## config.mk

```make
export PLATFORM = sky130hd
export DESIGN_NAME = decoder
export DESIGN_NICKNAME = d
export VERILOG_FILES = /design/src/rtl/decoder_pkg.sv /design/src/rtl/instr_field_decode.sv /design/src/rtl/decoder.sv
export SDC_FILE = /design/constraint.sdc
export NUM_CORES = 1
export LEC_CHECK = 0
export CORE_MARGIN = 2
export CORE_UTILIZATION = 48
export CTS_CLUSTER_SIZE = 28
export DETAILED_ROUTE_END_ITERATION = 16
export GPL_TIMING_DRIVEN = 0
export PLACE_DENSITY = 0.93
export SYNTH_ARGS = -nofsm -noshare
export SYNTH_HDL_FRONTEND = slang
export SYNTH_SLANG_ARGS = --single-unit
```

## constraint.sdc

```tcl
create_clock -name clk_i -period 3.5 [get_ports clk_i]
set_input_delay 0.875 -clock clk_i [delete_from_list [all_inputs] [get_ports clk_i]]
set_output_delay 0.875 -clock clk_i [all_outputs]
set_load 0.03 [all_outputs]
```

## src/rtl/decoder_pkg.sv

```systemverilog
// Shared ISA constants for the 16-bit decoder: opcodes, one-hot class
// bit positions and the decoded-field bundle.
package decoder_pkg;

  localparam int unsigned NUM_CLASSES = 26;

  typedef enum logic [3:0] {
    OP_ADI  = 4'b0000,
    OP_ADD  = 4'b0001,
    OP_NAND = 4'b0010,
    OP_LLI  = 4'b0011,
    OP_LW   = 4'b0100,
    OP_SW   = 4'b0101,
    OP_LM   = 4'b0110,
    OP_SM   = 4'b0111,
    OP_BEQ  = 4'b1000,
    OP_BLT  = 4'b1001,
    OP_BLE  = 4'b1010,
    OP_JAL  = 4'b1100,
    OP_JLR  = 4'b1101,
    OP_JRI  = 4'b1111
  } opcode_e;

  // Bit positions inside one_hot_o
  localparam logic [4:0] OH_ADA = 5'd0;
  localparam logic [4:0] OH_ADC = 5'd1;
  localparam logic [4:0] OH_ADZ = 5'd2;
  localparam logic [4:0] OH_AWC = 5'd3;
  localparam logic [4:0] OH_ACA = 5'd4;
  localparam logic [4:0] OH_ACC = 5'd5;
  localparam logic [4:0] OH_ACZ = 5'd6;
  localparam logic [4:0] OH_ACW = 5'd7;
  localparam logic [4:0] OH_ADI = 5'd8;
  localparam logic [4:0] OH_NDU = 5'd9;
  localparam logic [4:0] OH_NDC = 5'd10;
  localparam logic [4:0] OH_NDZ = 5'd11;
  localparam logic [4:0] OH_NCU = 5'd12;
  localparam logic [4:0] OH_NCC = 5'd13;
  localparam logic [4:0] OH_NCZ = 5'd14;
  localparam logic [4:0] OH_LLI = 5'd15;
  localparam logic [4:0] OH_LW  = 5'd16;
  localparam logic [4:0] OH_SW  = 5'd17;
  localparam logic [4:0] OH_LM  = 5'd18;
  localparam logic [4:0] OH_SM  = 5'd19;
  localparam logic [4:0] OH_BEQ = 5'd20;
  localparam logic [4:0] OH_BLT = 5'd21;
  localparam logic [4:0] OH_BLE = 5'd22;
  localparam logic [4:0] OH_JAL = 5'd23;
  localparam logic [4:0] OH_JLR = 5'd24;
  localparam logic [4:0] OH_JRI = 5'd25;

  typedef struct packed {
    logic [NUM_CLASSES-1:0] one_hot;
    logic [2:0]             rd;
    logic [2:0]             ra;
    logic [2:0]             rb;
    logic [15:0]            imm;
  } dec_fields_t;

  function automatic logic [NUM_CLASSES-1:0] class_bit(input logic [4:0] pos);
    return NUM_CLASSES'(1) << pos;
  endfunction

  function automatic logic [15:0] sext6(input logic [5:0] v);
    return {{10{v[5]}}, v};
  endfunction

  function automatic logic [15:0] sext9(input logic [8:0] v);
    return {{7{v[8]}}, v};
  endfunction

endpackage

```

## src/rtl/instr_field_decode.sv

```systemverilog
// Purely combinational instruction decode: class one-hot, register
// indices and unscaled immediate. Illegal encodings decode to all zero.
module instr_field_decode
  import decoder_pkg::*;
(
  input  logic [15:0]            instr_i,
  output logic [NUM_CLASSES-1:0] one_hot_o,
  output logic [2:0]             rd_idx_o,
  output logic [2:0]             ra_idx_o,
  output logic [2:0]             rb_idx_o,
  output logic [15:0]            imm_val_o
);

  logic [2:0] f_ra;
  logic [2:0] f_rb;
  logic [2:0] f_rc;
  logic [2:0] f_cz;

  assign f_ra = instr_i[11:9];
  assign f_rb = instr_i[8:6];
  assign f_rc = instr_i[5:3];
  assign f_cz = instr_i[2:0];

  // Opcode-driven field extraction; unlisted fields stay zero.
  always_comb begin
    one_hot_o = '0;
    rd_idx_o  = '0;
    ra_idx_o  = '0;
    rb_idx_o  = '0;
    imm_val_o = '0;
    case (opcode_e'(instr_i[15:12]))
      OP_ADD: begin
        rd_idx_o = f_rc;
        ra_idx_o = f_ra;
        rb_idx_o = f_rb;
        case (f_cz)
          3'b000:  one_hot_o = class_bit(OH_ADA);
          3'b001:  one_hot_o = class_bit(OH_ADZ);
          3'b010:  one_hot_o = class_bit(OH_ADC);
          3'b011:  one_hot_o = class_bit(OH_AWC);
          3'b100:  one_hot_o = class_bit(OH_ACA);
          3'b101:  one_hot_o = class_bit(OH_ACZ);
          3'b110:  one_hot_o = class_bit(OH_ACC);
          default: one_hot_o = class_bit(OH_ACW);
        endcase
      end
      OP_NAND: begin
        if (f_cz[1:0] != 2'b11) begin
          rd_idx_o = f_rc;
          ra_idx_o = f_ra;
          rb_idx_o = f_rb;
          case (f_cz)
            3'b000:  one_hot_o = class_bit(OH_NDU);
            3'b001:  one_hot_o = class_bit(OH_NDZ);
            3'b010:  one_hot_o = class_bit(OH_NDC);
            3'b100:  one_hot_o = class_bit(OH_NCU);
            3'b101:  one_hot_o = class_bit(OH_NCZ);
            default: one_hot_o = class_bit(OH_NCC);
          endcase
        end
      end
      OP_ADI: begin
        one_hot_o = class_bit(OH_ADI);
        rd_idx_o  = f_rb;
        ra_idx_o  = f_ra;
        imm_val_o = sext6(instr_i[5:0]);
      end
      OP_LLI: begin
        one_hot_o = class_bit(OH_LLI);
        rd_idx_o  = f_ra;
        imm_val_o = {7'b0, instr_i[8:0]};
      end
      OP_LW: begin
        one_hot_o = class_bit(OH_LW);
        rd_idx_o  = f_ra;
        ra_idx_o  = f_rb;
        imm_val_o = sext6(instr_i[5:0]);
      end
      OP_SW: begin
        one_hot_o = class_bit(OH_SW);
        ra_idx_o  = f_rb;
        rb_idx_o  = f_ra;
        imm_val_o = sext6(instr_i[5:0]);
      end
      OP_LM, OP_SM: begin
        one_hot_o = (instr_i[12]) ? class_bit(OH_SM) : class_bit(OH_LM);
        ra_idx_o  = f_ra;
        imm_val_o = {8'b0, instr_i[7:0]};
      end
      OP_BEQ, OP_BLT, OP_BLE: begin
        case (instr_i[13:12])
          2'b00:   one_hot_o = class_bit(OH_BEQ);
          2'b01:   one_hot_o = class_bit(OH_BLT);
          default: one_hot_o = class_bit(OH_BLE);
        endcase
        ra_idx_o  = f_ra;
        rb_idx_o  = f_rb;
        imm_val_o = sext6(instr_i[5:0]);
      end
      OP_JAL: begin
        one_hot_o = class_bit(OH_JAL);
        rd_idx_o  = f_ra;
        imm_val_o = sext9(instr_i[8:0]);
      end
      OP_JLR: begin
        one_hot_o = class_bit(OH_JLR);
        rd_idx_o  = f_ra;
        ra_idx_o  = f_rb;
      end
      OP_JRI: begin
        one_hot_o = class_bit(OH_JRI);
        ra_idx_o  = f_ra;
        imm_val_o = sext9(instr_i[8:0]);
      end
      default: begin
        one_hot_o = '0;
      end
    endcase
  end

endmodule

```

## src/rtl/decoder.sv

```systemverilog
// Decode stage: fetch handshake plus the registered decode outputs.
// Field extraction lives in instr_field_decode.
module decoder
  import decoder_pkg::*;
(
  input  logic                   clk_i,
  input  logic                   rst_i,
  input  logic                   instr_valid_i,
  input  logic [15:0]            fetch_pc_i,
  input  logic [15:0]            fetch_instr_i,
  input  logic                   mem_stall_i,
  output logic                   fetch_valid_w,
  output logic                   opcode_valid_o,
  output logic [15:0]            opcode_pc_o,
  output logic [15:0]            opcode_instr_o,
  output logic [NUM_CLASSES-1:0] one_hot_o,
  output logic [2:0]             rd_idx_o,
  output logic [2:0]             ra_idx_o,
  output logic [2:0]             rb_idx_o,
  output logic [15:0]            imm_val_o
);

  dec_fields_t dec_w;
  logic        valid_q, valid_d;
  logic [15:0] pc_q, pc_d;
  logic [15:0] instr_q, instr_d;
  dec_fields_t fields_q, fields_d;

  instr_field_decode u_field_decode (
    .instr_i   (fetch_instr_i),
    .one_hot_o (dec_w.one_hot),
    .rd_idx_o  (dec_w.rd),
    .ra_idx_o  (dec_w.ra),
    .rb_idx_o  (dec_w.rb),
    .imm_val_o (dec_w.imm)
  );

  assign fetch_valid_w = rst_i & ~mem_stall_i;

  // Next state: capture on handshake, drop valid on an empty slot, hold on stall.
  always_comb begin
    valid_d  = valid_q;
    pc_d     = pc_q;
    instr_d  = instr_q;
    fields_d = fields_q;
    if (fetch_valid_w) begin
      if (instr_valid_i) begin
        valid_d  = 1'b1;
        pc_d     = fetch_pc_i;
        instr_d  = fetch_instr_i;
        fields_d = dec_w;
      end else begin
        valid_d  = 1'b0;
      end
    end
  end

  // Output registers; synchronous active-low reset takes priority.
  always_ff @(posedge clk_i) begin
    if (!rst_i) begin
      valid_q  <= 1'b0;
      pc_q     <= '0;
      instr_q  <= '0;
      fields_q <= '0;
    end else begin
      valid_q  <= valid_d;
      pc_q     <= pc_d;
      instr_q  <= instr_d;
      fields_q <= fields_d;
    end
  end

  assign opcode_valid_o = valid_q;
  assign opcode_pc_o    = pc_q;
  assign opcode_instr_o = instr_q;
  assign one_hot_o      = fields_q.one_hot;
  assign rd_idx_o       = fields_q.rd;
  assign ra_idx_o       = fields_q.ra;
  assign rb_idx_o       = fields_q.rb;
  assign imm_val_o      = fields_q.imm;

endmodule

```

Yosys cells after proc, flatten, opt, wreduce, memory -nomap -nowiden
Index checks and enable logic that the tools add are counted.

word-level totals
  flip-flop bits (word level) = 84
  bits of input ports = 36
  output and inout port bits = 85
  logic and storage cells = 57

cells by class
  equality and inequality tests = 21
  mux-type cells = 14
  bitwise operators = 2
  reduce and logical (&&, ||, !) cells = 12

operator list
  cell                  count
  $pmux W26 S11         1
  $pmux W15 S5          1
  $pmux W16 S4          1
  $pmux W8 S7           1
  $pmux W23 S2          1
  $mux W26              1
  $eq A4 B4 Y1 const B  6
  $mux W20              1
  $pmux W3 S3           2
  $eq A4 B3 Y1 const B  4
  $pmux W3 S4           1
  $eq A3 B3 Y1 const B  3
  $mux W3               3
  $eq A4 B2 Y1 const B  2
  $reduce_or A4 Y1      2
  $reduce_or A8 Y1      1
  $eq A3 B2 Y1 const B  2
  $reduce_or A3 Y1      2
  $reduce_or A6 Y1      1
  $eq A4 B1 Y1 const B  1
  $logic_not A4 Y1      1
  $reduce_or A2 Y1      2
  $eq A3 B1 Y1 const B  1
  $logic_not A3 Y1      1
  other kinds (7)       7

Longest topological paths before layout
Gate-level depths: netlist of the first run.

  word-level depth = 4
  depth in mapped cells = 6
  mapped depth without buffers = 4

Cells and area by module
From an unflattened synthesis of the first run, not the netlist that was laid out.

unflattened totals
  cell total of the unflattened synthesis = 473
  area total of the unflattened synthesis = 4063.9 um^2

by module, submodules not included
  module              instances  cells an instance  area each (um^2)
  decoder             1          366                3404.5
  instr_field_decode  1          107                659.4

Least setup slack after synthesis of the first run
OpenSTA, ideal clock, no wires.

  kind = input port to output port
  from = in rst_i
  to = out fetch_valid_w
  arrival = 1.350 ns
  required time = 2.625 ns
  slack = 1.275 ns
  stages on the path = 1
  buffers on the path = 0
  cells stage by stage = nor2b_1

between the ends
  cells in the longest elaborated chain, start to end = 1

ends and longest elaborated chain
  what             RTL line       source
  start, declared  decoder.sv:7   input logic rst_i,
  $and A1 B1 Y1    decoder.sv:38  assign fetch_valid_w = rst_i & ~mem_stall_i;
  end, declared    decoder.sv:12  output logic fetch_valid_w,

Every way passes these cells.

Final worst setup path of the first run
Ends and elaborated chain as after synthesis.

==> impl_metrics.ini, run 1 <==
[die]
rows = 30
core_area_um2 = 6719
dieWidth_um = 87.05
dieArea_um2 = 7578
ios = 121
die_y_um = 87.05
initial_core_util_pct = 49.27

[sta]
hold_viol = 0
relSlewSlack_pct = 59.59
finalSetupTns_ns = 0
worstMarginPinSlew_ns = 0.6015
rsz0062_at_grt = no
setup_viol = 0
worst_slack_ns = 0.3729
period_minus_slack_ns = 3.127
fmax_ghz = 0.3198
fin_skew_ns = 0
fin_crit_sh_pct = 89.35
slew_viol_final = 0

[detailed_routing]
antenna_left = 0
routedWlPerCell_um = 16.78
remaining_drc_errors = 0
totalWireLength_um = 9998
drtPass1Iterations = 7
num_vias = 3393
initialDrtViolationCount = 356
via_per_inst = 5.693

[setup_path]
r2r-end = rd_idx_o[1]$_SDFFE_PN0P_
crit_type = input pin to output port
ff2ff_path_depth = 2
critical_path_depth = 3
crit_path_max_fanout = 4
arrival_ns = 2.25
worst-r2r-setup-slack_ns = 2.51
startpoint = rst_i
worstSetupEndpointType = output port
critPathLaunchType = input pin
crit_buf_inv = 2
critPathMaxStageDelay_ns = 0.69
cp_top_family = buffers and inverters
cpMostUsedCell = clkdlybuf4s50_1
worstSetupEndpoint = fetch_valid_w
cp.required_ns = 2.62
path_cells = clkdlybuf4s50_1 > nor2b_1 > clkdlybuf4s50_1
reg2reg_from = rd_idx_o[1]$_SDFFE_PN0P_
crit_path_top_delay_cell = clkdlybuf4s50_1

[clocking]
cts_resized = 0
clock_path_buffers = 2
post_cts_buffers = 0
cts.hold.buffers_added = 0
cts-root-buf = clkbuf_8
numCtsBuffers = 9
clock_sinks = 78
path_clk_slew_ns = 0.08
clk_latency_ns = 0.35
cts_tree = yes
htreeDepth = 3

[power]
p_int_uw = 1492
vdd_drop_max_uv = 204.0
p_per_area_nw_per_um2 = 418.9
combPwrFrac_pct = 15.9
p_seq_share_pct = 45.9
p_clk_share_pct = 38.2
power_leakage_uw = 0.001836
power_uw = 2025
swShare_pct = 26.35
p_switching_uw = 533.6

[global_routing]
grt_first_pass_wirelength_um = 15590
antenna_found_initial = 0
gr-usage-all-layers_pct = 26.12
grt_start_max_net_pins = 14
first_global_vias = 3279
gr-total-overflow = 0

[cells_and_area]
fillers = 509
layout-drive-gt1-share_pct = 9.884
syn_to_final_growth_pct = 46.03
final_core_util_pct = 71.96
diodes = 0
regArea_um2 = 1562
nNetsFinal = 547
multi_input_area_um2 = 1529

[synth]
synthesis.area_um2 = 3311
synth_flop_cell = dfxtp_1
synthTopCellsByArea = dfxtp_1, nand2_1, nand3_1, nor2b_1, a22oi_1
synth-edff-count = 0
syn_area_per_cell_um2 = 8.689
synth_nets = 417
synth_top_area_share_pct = 47.17
synth_seq_area_share_pct = 47.17
ys.warnings.count = 0
synth-seq-cells = 78
synth_most_common_cell = dfxtp_1
synth_commonest_cells = dfxtp_1, nand2_1, nand3_1, nor2b_1, a22oi_1
synthArstFlopShare_pct = 0
synth_cell_types = 48
synth_cells = 381
yosysTopAreaCell = dfxtp_1

[min_path]
min_path_type = flip-flop to flip-flop
min_from = opcode_pc_o[7]$_SDFFE_PN0P_

[status]
status = finished, final reports clean

[flow_run]
max_cap_violations = 0

[placed_design]
io_buffer_count = 119
hpwl_um = 7377
dp_slack_ns = 0.3873
place_congestion = 0.9346
[sequential cells by signal (all words and copies together), names as in the netlist]
name            cells
one_hot_o          26
opcode_instr_o     16
opcode_pc_o        16
imm_val_o          10
ra_idx_o            3
rb_idx_o            3
rd_idx_o            3
opcode_valid_o      1
[power by group through the flow]
| stage | sequential (uW) | combinational [uW] | clock (uW) |
|---|---|---|---|
| after global routing | 933 | 340 | 804 |
| after global placement | 949 | 311 | 0 |
| after CTS | 930 | 319 | 771 |
| after detailed placement | 951 | 317 | 0 |
| after floorplan | 1000 | 117 | 0 |
| final | 930 | 321 | 774 |
[cells in the final DEF, fill, tap and decap left out, types with 3 or more instances in the layout]
cell type,instances
clkdlybuf4s50_1,119
dfxtp_1,78
nand2_1,63
nand3_1,45
nor2b_1,25
a22oi_1,20
buf_2,17
o21ai_0,15
a21boi_1,15
clkbuf_8,11
nor2_1,9
clkbuf_1,9
buf_4,7
inv_1,7
a22o_1,6
o21ai_1,6
nor3_1,5
a21oi_1,5
a32oi_1,4
nand2b_1,3
and3b_1,3
o311a_1,3
and2_1,3
[stage by stage]
stage	instances	hold slack [ns]	cell area, um2
6_report	596	0.4561	4835
5_1_grt	596	0.4855	4835
3_5_place_dp	580	0.4444	4602
3_3_place_gp	580	0.4412	4602
4_1_cts	596	0.4565	4835
2_1_floorplan	381	0.5788	3311
[how the worst min path moves through the flow]
| stage | endpoint | depth (start not counted) | slack [ns] |
|---|---|---|---|
| after global placement | opcode_pc_o[9]$_SDFFE_PN0P_ | 2 | 0.44 |
| final | opcode_pc_o[7]$_SDFFE_PN0P_ | 2 | 0.46 |
| after detailed placement | opcode_pc_o[7]$_SDFFE_PN0P_ | 2 | 0.44 |
| after global routing | opcode_pc_o[0]$_SDFFE_PN0P_ | 2 | 0.49 |
| after floorplan | imm_val_o[0]$_SDFFE_PN0P_ | 2 | 0.58 |
| after CTS | opcode_pc_o[7]$_SDFFE_PN0P_ | 2 | 0.46 |
[final cells by class]
cell class / instances / share of cell area, %
inverter: 8 / 0.6211
timing repair buffer: 119 / 24.64
sequential: 78 / 32.30
multi-input combinational: 259 / 31.63
buffer: 36 / 3.934
clock buffer: 11 / 3.131
clock inverter: 5 / 1.682
tap: 80 / 2.070
[worst min-delay path, cell delays in order (launching register included)]
cell and delay (ns):
dfxtp_1 0.31, nand3_1 0.06, nand2_1 0.04
[logic make-up (layout without fill, tap and decap cells)]
logic type	count (synthesis)	in the layout	share of synthesized area [%]
flops	78	78	47.17
compound gates	90	90	19.69
mux	1	1	0.3024
xor+xnor	2	2	0.5292
simple gates	166	166	25.66
buf+inv	44	179	6.652
[routing by layer]
metal  share of wire [%]  up-vias  track usage, %
met2                  49      182           44.34
met4                 2.5        0           11.08
met5                   0        -               0
met3                 8.5       25           4.550
li1                    -     1602               -
met1                  40     1584           32.58
Power figures use the tool's default switching activity.
==> inputs of run 2 (changes only) <==
--- a/config.mk
+++ b/config.mk
@@ -11,6 +11,7 @@
 export DETAILED_ROUTE_END_ITERATION = 16
 export GPL_TIMING_DRIVEN = 0
 export PLACE_DENSITY = 0.93
+export SLEW_MARGIN = 15
 export SYNTH_ARGS = -nofsm -noshare
 export SYNTH_HDL_FRONTEND = slang
 export SYNTH_SLANG_ARGS = --single-unit
==> results of run 2 <==
Same layout as run 1: the final DEF is identical, and so are final timing and power.
==> inputs of run 3 (changes only) <==
--- a/config.mk
+++ b/config.mk
@@ -10,6 +10,7 @@
 export CTS_CLUSTER_SIZE = 28
 export DETAILED_ROUTE_END_ITERATION = 16
 export GPL_TIMING_DRIVEN = 0
+export HOLD_SLACK_MARGIN = 0.15
 export PLACE_DENSITY = 0.93
 export SLEW_MARGIN = 15
 export SYNTH_ARGS = -nofsm -noshare
==> results of run 3 <==
Same layout as run 1: the final DEF is identical, and so are final timing and power.
